$ cat src/rtl/elevator_pkg.sv
// rtl/elevator_pkg.sv - shared types and default sizing for the elevator motion controller
package elevator_pkg;

    localparam int N_FLOORS_DEF      = 8;
    localparam int TRAVEL_CYCLES_DEF = 4;
    localparam int DOOR_CYCLES_DEF   = 6;

    typedef enum logic [1:0] {
        IDLE = 2'd0,
        MOVE = 2'd1,
        DOOR = 2'd2,
        SOS  = 2'd3
    } state_e;

    typedef enum logic {
        DIR_DOWN = 1'b0,
        DIR_UP   = 1'b1
    } dir_e;

    function automatic dir_e flip_dir(input dir_e d);
        return (d == DIR_UP) ? DIR_DOWN : DIR_UP;
    endfunction

endpackage

$ cat src/rtl/floor_request_reg.sv
// rtl/floor_request_reg.sv - pending floor-request bitmap with position flags
module floor_request_reg
    import elevator_pkg::*;
#(
    parameter int N_FLOORS = N_FLOORS_DEF,
    parameter int FLOOR_W  = $clog2(N_FLOORS)
) (
    input  logic                clk,
    input  logic                rst_n,
    input  logic                set_en,
    input  logic [FLOOR_W-1:0]  set_floor,
    input  logic                clr_en,
    input  logic [FLOOR_W-1:0]  clr_floor,
    input  logic                flush,
    input  logic [FLOOR_W-1:0]  ref_floor,
    output logic [N_FLOORS-1:0] pending,
    output logic                req_above,
    output logic                req_below,
    output logic                req_here
);

    logic [N_FLOORS-1:0] pending_q;
    logic [N_FLOORS-1:0] pending_d;

    // Clear beats a same-edge set so a request for the floor being served is absorbed.
    always_comb begin
        pending_d = pending_q;
        if (set_en) begin
            pending_d[set_floor] = 1'b1;
        end
        if (clr_en) begin
            pending_d[clr_floor] = 1'b0;
        end
        if (flush) begin
            pending_d = '0;
        end
    end

    always_comb begin
        req_above = 1'b0;
        req_below = 1'b0;
        for (int i = 0; i < N_FLOORS; i++) begin
            if (pending_q[i] && (i > int'(ref_floor))) begin
                req_above = 1'b1;
            end
            if (pending_q[i] && (i < int'(ref_floor))) begin
                req_below = 1'b1;
            end
        end
        req_here = pending_q[ref_floor];
    end

    always_ff @(posedge clk or negedge rst_n) begin
        if (!rst_n) begin
            pending_q <= '0;
        end else begin
            pending_q <= pending_d;
        end
    end

    assign pending = pending_q;

endmodule

$ cat src/rtl/elevator_motion_ctrl.sv
// rtl/elevator_motion_ctrl.sv - collective-scheduling car motion and door controller with SOS override
module elevator_motion_ctrl
    import elevator_pkg::*;
#(
    parameter int N_FLOORS      = N_FLOORS_DEF,
    parameter int FLOOR_W       = $clog2(N_FLOORS),
    parameter int TRAVEL_CYCLES = TRAVEL_CYCLES_DEF,
    parameter int DOOR_CYCLES   = DOOR_CYCLES_DEF
) (
    input  logic                clk,
    input  logic                rst_n,
    input  logic                sos_mode,
    input  logic                req_valid,
    input  logic [FLOOR_W-1:0]  req_floor,
    output logic [FLOOR_W-1:0]  cur_floor,
    output logic                moving_up,
    output logic                moving_down,
    output logic                door_open,
    output logic                sos_active,
    output logic [N_FLOORS-1:0] pending
);

    localparam int TW = $clog2(TRAVEL_CYCLES + 1);
    localparam int DW = $clog2(DOOR_CYCLES + 1);
    localparam logic [TW-1:0]      T_LAST    = TW'(TRAVEL_CYCLES - 1);
    localparam logic [DW-1:0]      D_LAST    = DW'(DOOR_CYCLES - 1);
    localparam logic [FLOOR_W:0]   FLOOR_LIM = (FLOOR_W + 1)'(N_FLOORS);

    state_e             state_q, state_d;
    dir_e               dir_q, dir_d;
    logic [FLOOR_W-1:0] cur_floor_q, cur_floor_d;
    logic [TW-1:0]      travel_cnt_q, travel_cnt_d;
    logic [DW-1:0]      door_cnt_q, door_cnt_d;
    logic               moving_up_q, moving_up_d;
    logic               moving_down_q, moving_down_d;
    logic               door_open_q, door_open_d;
    logic               sos_active_q, sos_active_d;

    logic               arrive;
    logic [FLOOR_W-1:0] next_floor;
    logic               req_ok;
    logic               here_hit;
    logic               set_en, clr_en, flush;
    logic               req_above, req_below, req_here;
    logic               go_ahead, go_behind;
    state_e             pick_state;
    dir_e               pick_dir;

    // Floor the car will occupy after this edge; the request flags are judged from there.
    always_comb begin
        arrive     = (state_q == MOVE) && (travel_cnt_q == T_LAST);
        next_floor = cur_floor_q;
        if (arrive) begin
            next_floor = (dir_q == DIR_UP) ? cur_floor_q + FLOOR_W'(1)
                                           : cur_floor_q - FLOOR_W'(1);
        end
    end

    floor_request_reg #(
        .N_FLOORS (N_FLOORS),
        .FLOOR_W  (FLOOR_W)
    ) u_req (
        .clk       (clk),
        .rst_n     (rst_n),
        .set_en    (set_en),
        .set_floor (req_floor),
        .clr_en    (clr_en),
        .clr_floor (next_floor),
        .flush     (flush),
        .ref_floor (next_floor),
        .pending   (pending),
        .req_above (req_above),
        .req_below (req_below),
        .req_here  (req_here)
    );

    always_comb begin
        req_ok    = req_valid && ({1'b0, req_floor} < FLOOR_LIM) && !sos_mode;
        here_hit  = req_here || (req_ok && (req_floor == next_floor));
        go_ahead  = (dir_q == DIR_UP) ? req_above : req_below;
        go_behind = (dir_q == DIR_UP) ? req_below : req_above;
        set_en    = req_ok && (state_q != SOS)
                    && !((state_q == DOOR) && (req_floor == cur_floor_q));
    end

    // Keep going the current way while work remains ahead, otherwise turn around or rest.
    always_comb begin
        pick_state = IDLE;
        pick_dir   = dir_q;
        if (go_ahead) begin
            pick_state = MOVE;
        end else if (go_behind) begin
            pick_state = MOVE;
            pick_dir   = flip_dir(dir_q);
        end
    end

    always_comb begin
        state_d      = state_q;
        dir_d        = dir_q;
        cur_floor_d  = cur_floor_q;
        travel_cnt_d = travel_cnt_q;
        door_cnt_d   = door_cnt_q;
        clr_en       = 1'b0;
        flush        = 1'b0;

        if (sos_mode) begin
            state_d      = SOS;
            travel_cnt_d = '0;
            door_cnt_d   = '0;
            flush        = 1'b1;
        end else begin
            case (state_q)
                IDLE: begin
                    if (req_here) begin
                        state_d    = DOOR;
                        door_cnt_d = '0;
                        clr_en     = 1'b1;
                    end else begin
                        state_d      = pick_state;
                        dir_d        = pick_dir;
                        travel_cnt_d = '0;
                    end
                end
                MOVE: begin
                    if (!arrive) begin
                        travel_cnt_d = travel_cnt_q + TW'(1);
                    end else begin
                        travel_cnt_d = '0;
                        cur_floor_d  = next_floor;
                        if (here_hit) begin
                            state_d    = DOOR;
                            door_cnt_d = '0;
                            clr_en     = 1'b1;
                        end else begin
                            state_d = pick_state;
                            dir_d   = pick_dir;
                        end
                    end
                end
                DOOR: begin
                    if (req_ok && (req_floor == cur_floor_q)) begin
                        door_cnt_d = '0;
                    end else if (door_cnt_q == D_LAST) begin
                        door_cnt_d   = '0;
                        travel_cnt_d = '0;
                        state_d      = pick_state;
                        dir_d        = pick_dir;
                    end else begin
                        door_cnt_d = door_cnt_q + DW'(1);
                    end
                end
                SOS: begin
                    state_d    = IDLE;
                    door_cnt_d = '0;
                end
                default: begin
                    state_d = IDLE;
                end
            endcase
        end

        moving_up_d   = (state_d == MOVE) && (dir_d == DIR_UP);
        moving_down_d = (state_d == MOVE) && (dir_d == DIR_DOWN);
        // An open door stays open through an emergency that began while it was open.
        door_open_d   = (state_d == DOOR) || ((state_d == SOS) && door_open_q);
        sos_active_d  = (state_d == SOS);
    end

    always_ff @(posedge clk or negedge rst_n) begin
        if (!rst_n) begin
            state_q       <= IDLE;
            dir_q         <= DIR_UP;
            cur_floor_q   <= '0;
            travel_cnt_q  <= '0;
            door_cnt_q    <= '0;
            moving_up_q   <= 1'b0;
            moving_down_q <= 1'b0;
            door_open_q   <= 1'b0;
            sos_active_q  <= 1'b0;
        end else begin
            state_q       <= state_d;
            dir_q         <= dir_d;
            cur_floor_q   <= cur_floor_d;
            travel_cnt_q  <= travel_cnt_d;
            door_cnt_q    <= door_cnt_d;
            moving_up_q   <= moving_up_d;
            moving_down_q <= moving_down_d;
            door_open_q   <= door_open_d;
            sos_active_q  <= sos_active_d;
        end
    end

    assign cur_floor   = cur_floor_q;
    assign moving_up   = moving_up_q;
    assign moving_down = moving_down_q;
    assign door_open   = door_open_q;
    assign sos_active  = sos_active_q;

endmodule

$ cat config.mk
export PLATFORM = sky130hd
export DESIGN_NAME = elevator_motion_ctrl
export DESIGN_NICKNAME = d
export VERILOG_FILES = /design/src/rtl/elevator_pkg.sv /design/src/rtl/floor_request_reg.sv /design/src/rtl/elevator_motion_ctrl.sv
export SDC_FILE = /design/constraint.sdc
export NUM_CORES = 1
export LEC_CHECK = 0
export CAP_MARGIN = 10
export CELL_PAD_IN_SITES_DETAIL_PLACEMENT = 0
export CELL_PAD_IN_SITES_GLOBAL_PLACEMENT = 1
export CORE_ASPECT_RATIO = 0.5
export CORE_MARGIN = 3
export CORE_UTILIZATION = 52
export DETAILED_ROUTE_END_ITERATION = 7
export DONT_BUFFER_PORTS = 1
export PLACE_DENSITY = 0.85
export SYNTH_ARGS = -nofsm -noshare
export SYNTH_HDL_FRONTEND = slang
export SYNTH_HIERARCHICAL = 1
export SYNTH_SLANG_ARGS = --single-unit
$ cat constraint.sdc
create_clock -name clk -period 5.91 [get_ports clk]
set_clock_uncertainty 0.1 [all_clocks]
set_input_delay 0.8865 -clock clk [delete_from_list [all_inputs] [get_ports clk]]
set_output_delay 0.8865 -clock clk [all_outputs]
set_load 0.005 [all_outputs]
==> results of run 1 <==
-- logic make-up (layout without fill, tap and decap cells) --
| kind of cell | after synthesis | after routing | synth area share (%) |
|---|---|---|---|
| xor gates and xnor gates | 10 | 10 | 5.74 |
| muxes | 5 | 5 | 5.13 |
| and+or+nand+nor | 62 | 62 | 21.8 |
| AOI/OAI and AO/OA | 58 | 58 | 23.8 |
| adders and majority gates | 3 | 3 | 2.57 |
| buffers and inverters | 13 | 10 | 4.60 |
| DFF | 24 | 24 | 36.3 |
-- power by group through the flow --
| stage | clock (µW) | sequential [µW] | combinational (µW) |
|---|---|---|---|
| finish | 97.9 | 203 | 113 |
| global route | 108 | 205 | 125 |
| CTS | 102 | 203 | 111 |
| detailed placement | 0 | 206 | 111 |
| global placement | 0 | 205 | 110 |
| floorplan | 0 | 197 | 102 |
-- layer usage --
| metal | vias up | global-route usage, % | part of all wire, % |
|---|---|---|---|
| met5 | - | 0 | 0 |
| met4 | 0 | 3.15 | 0.28 |
| met3 | 2 | 5.23 | 6.6 |
| met2 | 52 | 33.5 | 42 |
| met1 | 662 | 30.3 | 51 |
| li1 | 653 | - | - |
-- synth_stat cells, types with 4 or more instances --
cell / count / area [µm²]
dfrtp_1: 23 / 576
nor2_1: 15 / 56.3
a21oi_1: 13 / 65.1
nand2_1: 10 / 37.5
o21ai_0: 10 / 50.1
nor2b_1: 9 / 56.3
a211oi_1: 8 / 60.1
xnor2_1: 6 / 52.6
a311oi_1: 5 / 43.8
inv_1: 5 / 18.8
nand2b_1: 5 / 31.3
a31oi_1: 4 / 25.0
-- registers in the layout, summed over array words and instances (netlist names) --
register       count
cur_floor          3
dir_q              1
door_cnt_q         3
door_open          1
moving_down        1
moving_up          1
sos_active         1
state_q            2
travel_cnt_q       3
u_req/pending      8
-- worst register-to-register path: stages (launching register included) --
cell and delay, ns:
dfrtp_1 0.54, nand4bb_2 0.51, xnor2_1 0.84, mux4_1 0.64
mux2_2 0.34, or2_2 0.33, and3b_1 0.19, a211oi_1 0.27
o221ai_1 0.19, and3b_1 0.25
-- worst min-delay path by stage --
stage | startpoint | to | slack [ns] | cells past startpoint
floorplan | travel_cnt_q[0] | travel_cnt_q[0] | 0.37 | 1
global placement | travel_cnt_q[0] | travel_cnt_q[0] | 0.40 | 1
detailed placement | travel_cnt_q[0] | travel_cnt_q[0] | 0.40 | 1
CTS | rst_n | travel_cnt_q[1] | 0.20 | 0
global route | rst_n | cur_floor[2] | 0.19 | 0
finish | rst_n | u_req/pending[5] | 0.21 | 0
-- cell type report --
type                    count  area share [%]
clock buffers               4            2.65
inverters                   5            1.10
multi-input cells         138            57.7
flip-flops and latches     24            35.4
well taps                  37            2.72
repair buffers              1           0.442
-- stage by stage --
step / util (%) / total power, µW / hold WS (ns)
floorplan: - / 298 / 0.366
global placement: 58.8 / 316 / 0.399
detailed placement: 58.8 / 317 / 0.400
CTS: 60.4 / 417 / 0.200
global route: 60.4 / 438 / 0.190
finish: 60.4 / 413 / 0.209
==> results.cfg, run 1 <==
[clocking]
tritoncts = built
post_cts_buffers = 0
clock_latency_ns = 0.26
cts_hold_buf = 0
htreeDepth = 1
cts_buffers = 3
ctsResizeCount = 0
cts_buffer_depth = 2
cts.sinks = 24
path_clk_slew_ns = 0.08
cts_root_buffer = clkbuf_8

[status]
status = complete, no violations

[critical_path]
cp_max_fo = 14
cp_top_family = simple AND/OR/NAND/NOR gates
rr_worst_depth = 9
ff2ff_setup_slack_ns = 1.66
setup.worst_path.start = state_q[1]
crit_top_cell = and3b_1
setup.worst_path.class = flip-flop to flip-flop
cp_slowest_cell = xnor2_1
crit_end = moving_down
path_depth = 9
path_cells = nand4bb_2 -> xnor2_1 -> mux4_1 -> mux2_2 -> or2_2 -> and3b_1 -> a211oi_1 -> o221ai_1 -> and3b_1
cp.required_ns = 6.01
start_kind = flip-flop
slowest_delay_ns = 0.84
r2r-start = state_q[1]
reg2reg_to = moving_down
arrival_ns = 4.35
cp-end-kind = flip-flop
cp_num_buf_inv = 0

[placement]
gp_congestion = 0.927
place_worst_setup_slack_ns = 1.73
dp_hpwl_um = 2800
io_buffers = 0
post_dp_cell_area_um2 = 1650
placed_cells = 205

[routing]
wl_per_cell_um = 19.0
via_per_inst = 6.55
postRouteAntennaNets = 0
routed_wirelength_um = 3970
drt_first_pass_iters = 4
drt_iter0_markers = 77
via_count = 1369
drc = 0

[power_and_ir_drop]
p_comb_share_pct = 27.3
ir_worst_vdd_uv = 109
powerDensity_nw_per_um2 = 243
p_sw_uw = 134
internal_power_uw = 279
pwr-share-clk_pct = 23.7
swShare_pct = 32.5
seqPwrFrac_pct = 49.0
leakage_uw = 0.000680

[layout]
fin_nets = 182
insertedDiodeCount = 0
drive_above_1_share_pct = 12.2
fill_cells = 249
syn_to_final_growth_pct = 2.49
final_cell_mix = dfrtp_1, nor2_1, a21oi_1
layout_commonest_cell = dfrtp_1
fin_cells = 209
multi_input_area_um2 = 980
seq_area_um2 = 602
final_area_um2 = 1700

[global_route]
grt_pass1_wl_um = 6420
grt_pass1_vias = 1230
antenna_found_initial = 0
grt_max_degree = 25
grt.total_usage_pct = 21.2
overflow = 0

[logic_synthesis]
ys.flop_type = dfrtp_1
yosys_warnings = 6
synth.distinct_cells = 53
ys_ff_latch = 24
ys_async_sr_fraction_pct = 100
avgSynthCellArea_um2 = 9.47
syn_nets = 184
yosysSeqAreaShare_pct = 36.3
netlist_instances = 175
netlist_area_um2 = 1660
synth_edf_count = 0

[worst_hold_path]
holdCritPathClass = input pin to asynchronous set/reset pin

[sta]
setup_viol_count_final = 0
hold_viol = 0
slew_headroom_pct = 38.5
fin_crit_ns = 4.25
rsz0062_at_grt = false
fmax_mhz = 235
worstMarginPinSlew_ns = 0.916
finalSetupTns_ns = 0
slew_violations = 0
post-route-period-util_pct = 71.9
worst_slack_ns = 1.66

[floorplan]
die_y_um = 45.9
ioPinCount = 22
die_w_um = 85.9
core-area_um2 = 2810
die_area_um2 = 3940
start_util_pct = 58.9
rows = 13

[flow_run]
cap_viol_max_count = 0
(Power assumes the default switching activity.)
==> run 2, diff against run 1 <==
CORE_UTILIZATION = 43   (was 52)
PLACE_DENSITY = 0.75   (was 0.85)
clock period = 3.6 ns   (was 5.91 ns; I/O delays follow)
==> run 2 against run 1 <==
Combinational power rose by 110%. Cell area rose by 8.1%. Non-clock buffer count rose by 12. Hold slack got worse by 0.015 ns. Count of clock-buffer cells in the layout did not move. Die area rose by 19%. Maximum frequency rose by 26%. Flip-flop and latch count did not move. Critical path depth did not move. Largest power group unchanged.
==> results.cfg, run 2 (synthesis gave the netlist of run 1 again) <==
[power_and_ir_drop]
finalPower_uw = 722
seqPwrFrac_pct = 44.5
powerDensity_nw_per_um2 = 393
internal_power_uw = 481
p_comb_share_pct = 32.4
ir_worst_vdd_uv = 123
leakage_uw = 0.000748
swShare_pct = 33.3
pwr-share-clk_pct = 23.1
p_sw_uw = 241

[sta]
slew_headroom_pct = 68.3
finalSetupTns_ns = 0
holdWs_ns = 0.194
hold_viol = 0
post-route-period-util_pct = 93.6
setup_viol_count_final = 0
worstMarginPinSlew_ns = 0.471
fin_crit_ns = 3.37
fmax_mhz = 297
slew_violations = 0

[layout]
seq_area_um2 = 602
fill_cells = 342
syn_to_final_growth_pct = 10.8
fin_nets = 194
fin_cells = 235
largest_register_ffs = 8
final_cell_mix = dfrtp_1, nor2_1, a21oi_1
insertedDiodeCount = 0
final_area_um2 = 1840
drive_above_1_share_pct = 17.9
multi_input_area_um2 = 992
layout_commonest_cell = dfrtp_1

[placement]
placed_cells = 228
dp_hpwl_um = 2990
gp_congestion = 0.880
post_dp_cell_area_um2 = 1740
io_buffers = 0

[clocking]
clock_latency_ns = 0.27
tritoncts = built
path_clk_slew_ns = 0.09
cts_buffer_depth = 2
cts.sinks = 24
cts_buffers = 3
cts_root_buffer = clkbuf_8
htreeDepth = 1

[global_route]
gr-max-usage-layer = met1
grt.total_usage_pct = 19.1
use_met2_pct = 27.3
grt_max_degree = 25
grt.met3_usage_pct = 6.10
grt_pass1_vias = 1331
overflow = 0
grt_pass1_wl_um = 6970
grt.met1_usage_pct = 28.7
antenna_found_initial = 0

[floorplan]
die_area_um2 = 4680
core-area_um2 = 3570
start_util_pct = 46.5
ioPinCount = 22
die_y_um = 49.9
rows = 15
die_w_um = 93.8

[routing]
postRouteAntennaNets = 0
drt_first_pass_iters = 4
drt_iter0_markers = 90
routed_wirelength_um = 4170
via_count = 1397
wl_per_cell_um = 17.7
via_per_inst = 5.94
drc = 0

[worst_hold_path]
holdCritPathClass = input pin to flip-flop

[critical_path]
start_kind = flip-flop
cp.required_ns = 3.70
arrival_ns = 3.47
setup.worst_path.class = flip-flop to flip-flop
cp_max_fo = 7
cp-end-kind = flip-flop

[status]
status = complete, no violations

[flow_run]
cap_viol_max_count = 0
==> run 2: cell types whose count changed in the layout (fill, tap and decap cells not counted), sizes merged <==
cell | previous run | this run
buf | 1 | 11
dlygate4sd3 | 0 | 2
==> run 2: final cells by class <==
type                       count  area share, %
multi-input combinational    138           54.0
sequential                    24           32.8
timing repair buffer          13           6.27
tap                           51           3.47
clock buffer                   4           2.45
inverter                       5           1.02
==> run 2: path summary, 6_finish.rpt <==
path                                       from               to  slack, ns  cells past startpoint
worst min register to register  travel_cnt_q[0]  travel_cnt_q[0]       0.41                      1
worst max-delay path                      dir_q      moving_down       0.23                      9
max in group asynchronous                 rst_n      moving_down       2.66                      2
worst max register to register            dir_q      moving_down       0.23                      9
worst min-delay path                   sos_mode       sos_active       0.19                      0
min in group asynchronous                 rst_n            dir_q       0.57                      1
==> run 2: power by group through the flow <==
stage / combinational [µW] / clock, µW / sequential (µW)
after floorplan: 167 / 0 / 323
after global placement: 210 / 0 / 325
after detailed placement: 212 / 0 / 325
after CTS: 223 / 173 / 320
after global routing: 259 / 186 / 325
final: 234 / 167 / 321
==> run 2: per-stage QoR <==
step	utilization, %	setup WS [ns]
finish	51.5	0.231
global route	51.5	-0.00442
CTS	50.9	0.103
detailed placement	48.8	0.149
global placement	48.8	0.297
floorplan	-	0.00293
==> run 2: worst max-delay path, stage by stage, from the launching register on <==
cell      delay (ns)
dfstp_2         0.61
fa_1            0.48
o21ai_1         0.29
mux4_1          0.36
mux2_2          0.33
or2_2           0.32
and3b_1         0.20
a211oi_2        0.22
o221ai_1        0.16
and3b_1         0.23
==> run 2: what timing repair did <==
action                                  in CTS  in global routing
endpoints found under the hold margin       23                  1
resized for setup                            0                  3
setup buffers                                0                  0
endpoints found under the setup margin       0                  3
hold buffers                                 2                  1
==> run 2: routing by layer <==
layer,wire [µm],vias to the layer above
li1,-,672
met1,2060,683
met2,1810,40
met3,286,2
met4,8,0
met5,0,-
==> run 3, diff against run 2 <==
HOLD_SLACK_MARGIN = 0.12   (was not set)
==> run 3 against run 2 <==
Via count fell by 0.21%. Clock power is essentially flat. Non-clock buffer count fell by 1. Die area unchanged. Global-route usage down 0.13 points. Core utilization shrank 0.28 points. Maximum frequency up 0.28%. Count of clock-buffer cells in the layout unchanged. Cell area is 0.54% lower. Flip-flop and latch count did not move. Highest routed layer unchanged.
==> results.cfg, run 3 (synthesis gave the netlist of run 1 again) <==
[placement]
io_buffers = 0
place_worst_setup_slack_ns = 0.149
placed_cells = 228
dp_hpwl_um = 2990
gp_congestion = 0.880

[layout]
fin_nets = 193
final_cell_mix = dfrtp_1, nor2_1, a21oi_1
largest_register_ffs = 8
drive_above_1_share_pct = 18.0
layout_commonest_cell = dfrtp_1
syn_to_final_growth_pct = 10.2
insertedDiodeCount = 0
fin_cells = 234

[clocking]
cts_buffer_depth = 2
htreeDepth = 1
post_cts_buffers = 0
cts_buffers = 3
tritoncts = built
cts.sinks = 24
clock_latency_ns = 0.27
cts_root_buffer = clkbuf_8
path_clk_slew_ns = 0.09

[routing]
wl_per_cell_um = 17.7
via_per_inst = 5.96
drt_first_pass_iters = 4
routed_wirelength_um = 4130
drt_iter0_markers = 68
drc = 0
postRouteAntennaNets = 0
via_count = 1394

[critical_path]
cp-end-kind = flip-flop
cp_top_family = simple AND/OR/NAND/NOR gates
slowest_delay_ns = 0.61
reg2reg_to = moving_down
rr_worst_depth = 9
ff2ff_setup_slack_ns = 0.24
crit_top_cell = and3b_1
path_cells = fa_1 -> o21ai_1 -> mux4_1 -> mux2_2 -> or2_2 -> and3b_1 -> a211oi_2 -> o221ai_1 -> and3b_1
setup.worst_path.start = dir_q
arrival_ns = 3.47
setup.worst_path.class = flip-flop to flip-flop
cp.required_ns = 3.70
start_kind = flip-flop
cp_max_fo = 7
cp_slowest_cell = dfstp_2
r2r-start = dir_q
cp_num_buf_inv = 0

[sta]
fin_crit_ns = 3.36
worstMarginPinSlew_ns = 0.470
post-route-period-util_pct = 93.3
slew_headroom_pct = 68.3
slew_violations = 0
setup_viol_count_final = 0
hold_viol = 0
finalSetupTns_ns = 0
fmax_mhz = 298
worst_slack_ns = 0.240

[global_route]
grt_pass1_wl_um = 6930
grt_pass1_vias = 1328
grt_max_degree = 25
antenna_found_initial = 0
overflow = 0
grt.total_usage_pct = 18.9

[floorplan]
die_w_um = 93.8
rows = 15
core-area_um2 = 3570
start_util_pct = 46.5
die_area_um2 = 4680
die_y_um = 49.9
ioPinCount = 22

[power_and_ir_drop]
seqPwrFrac_pct = 44.7
leakage_uw = 0.000743
ir_worst_vdd_uv = 123
powerDensity_nw_per_um2 = 393
p_comb_share_pct = 32.3
internal_power_uw = 480
p_sw_uw = 238
swShare_pct = 33.2
pwr-share-clk_pct = 23.0

[status]
status = complete, no violations

[worst_hold_path]
hold_start = sos_mode
min_to = sos_active
hold_depth = 0
holdCritPathClass = input pin to flip-flop

[flow_run]
cap_viol_max_count = 0
-- run 3: cell count changes in the layout (fill, tap and decap cells not counted) --
cell	delta
dlygate4sd3_1	-1
-- run 3: how the worst max path moves through the flow --
| stage | to | cells after the start |
|---|---|---|
| finish | moving_down | 9 |
| global route | moving_down | 11 |
| CTS | moving_down | 9 |
| detailed placement | moving_down | 9 |
| global placement | moving_down | 9 |
| floorplan | moving_down | 11 |
-- run 3: repair_timing --
action	in CTS	in global routing
setup endpoints to repair	0	3
endpoints found under the hold margin	24	0
resized for setup	0	3
hold buffers	2	0
-- run 3: worst register-to-register path, cell delays in order (launching register included) --
cell and delay (ns):
dfstp_2 0.61, fa_1 0.48, o21ai_1 0.29, mux4_1 0.36, mux2_2 0.33, or2_2 0.32
and3b_1 0.20, a211oi_2 0.22, o221ai_1 0.16, and3b_1 0.23
-- run 3: final cells by class --
cell class / instances / area [µm²]
tap: 51 / 63.8
multi-input combinational: 138 / 992
fill: 343 / 1740
sequential: 24 / 602
timing repair buffer: 12 / 105
inverter: 5 / 18.8
clock buffer: 4 / 45.0
-- run 3: power groups by stage --
stage                     logic (µW)  registers [µW]  clock network, µW
final                            232             321                165
after global placement           210             325                  0
after detailed placement         212             325                  0
after global routing             258             325                188
after floorplan                  167             323                  0
after CTS                        223             320                173
-- run 3: metal layers --
layer  GRT usage (%)  routed length [µm]
met2            27.3                1820
met3            6.10                 270
met4            1.92                   8
met1            28.3                2030
met5               0                   0
-- run 3: per-stage QoR --
stage / hold WS, ns / cell area [µm²] / total power (µW) / utilization (%)
6_report: 0.196 / 1830 / 719 / 51.2
5_1_grt: 0.170 / 1830 / 771 / 51.2
4_1_cts: 0.187 / 1810 / 716 / 50.9
3_5_place_dp: 0.145 / 1740 / 538 / 48.8
3_3_place_gp: 0.145 / 1740 / 534 / 48.8
2_1_floorplan: 0.144 / 1660 / 490 / -
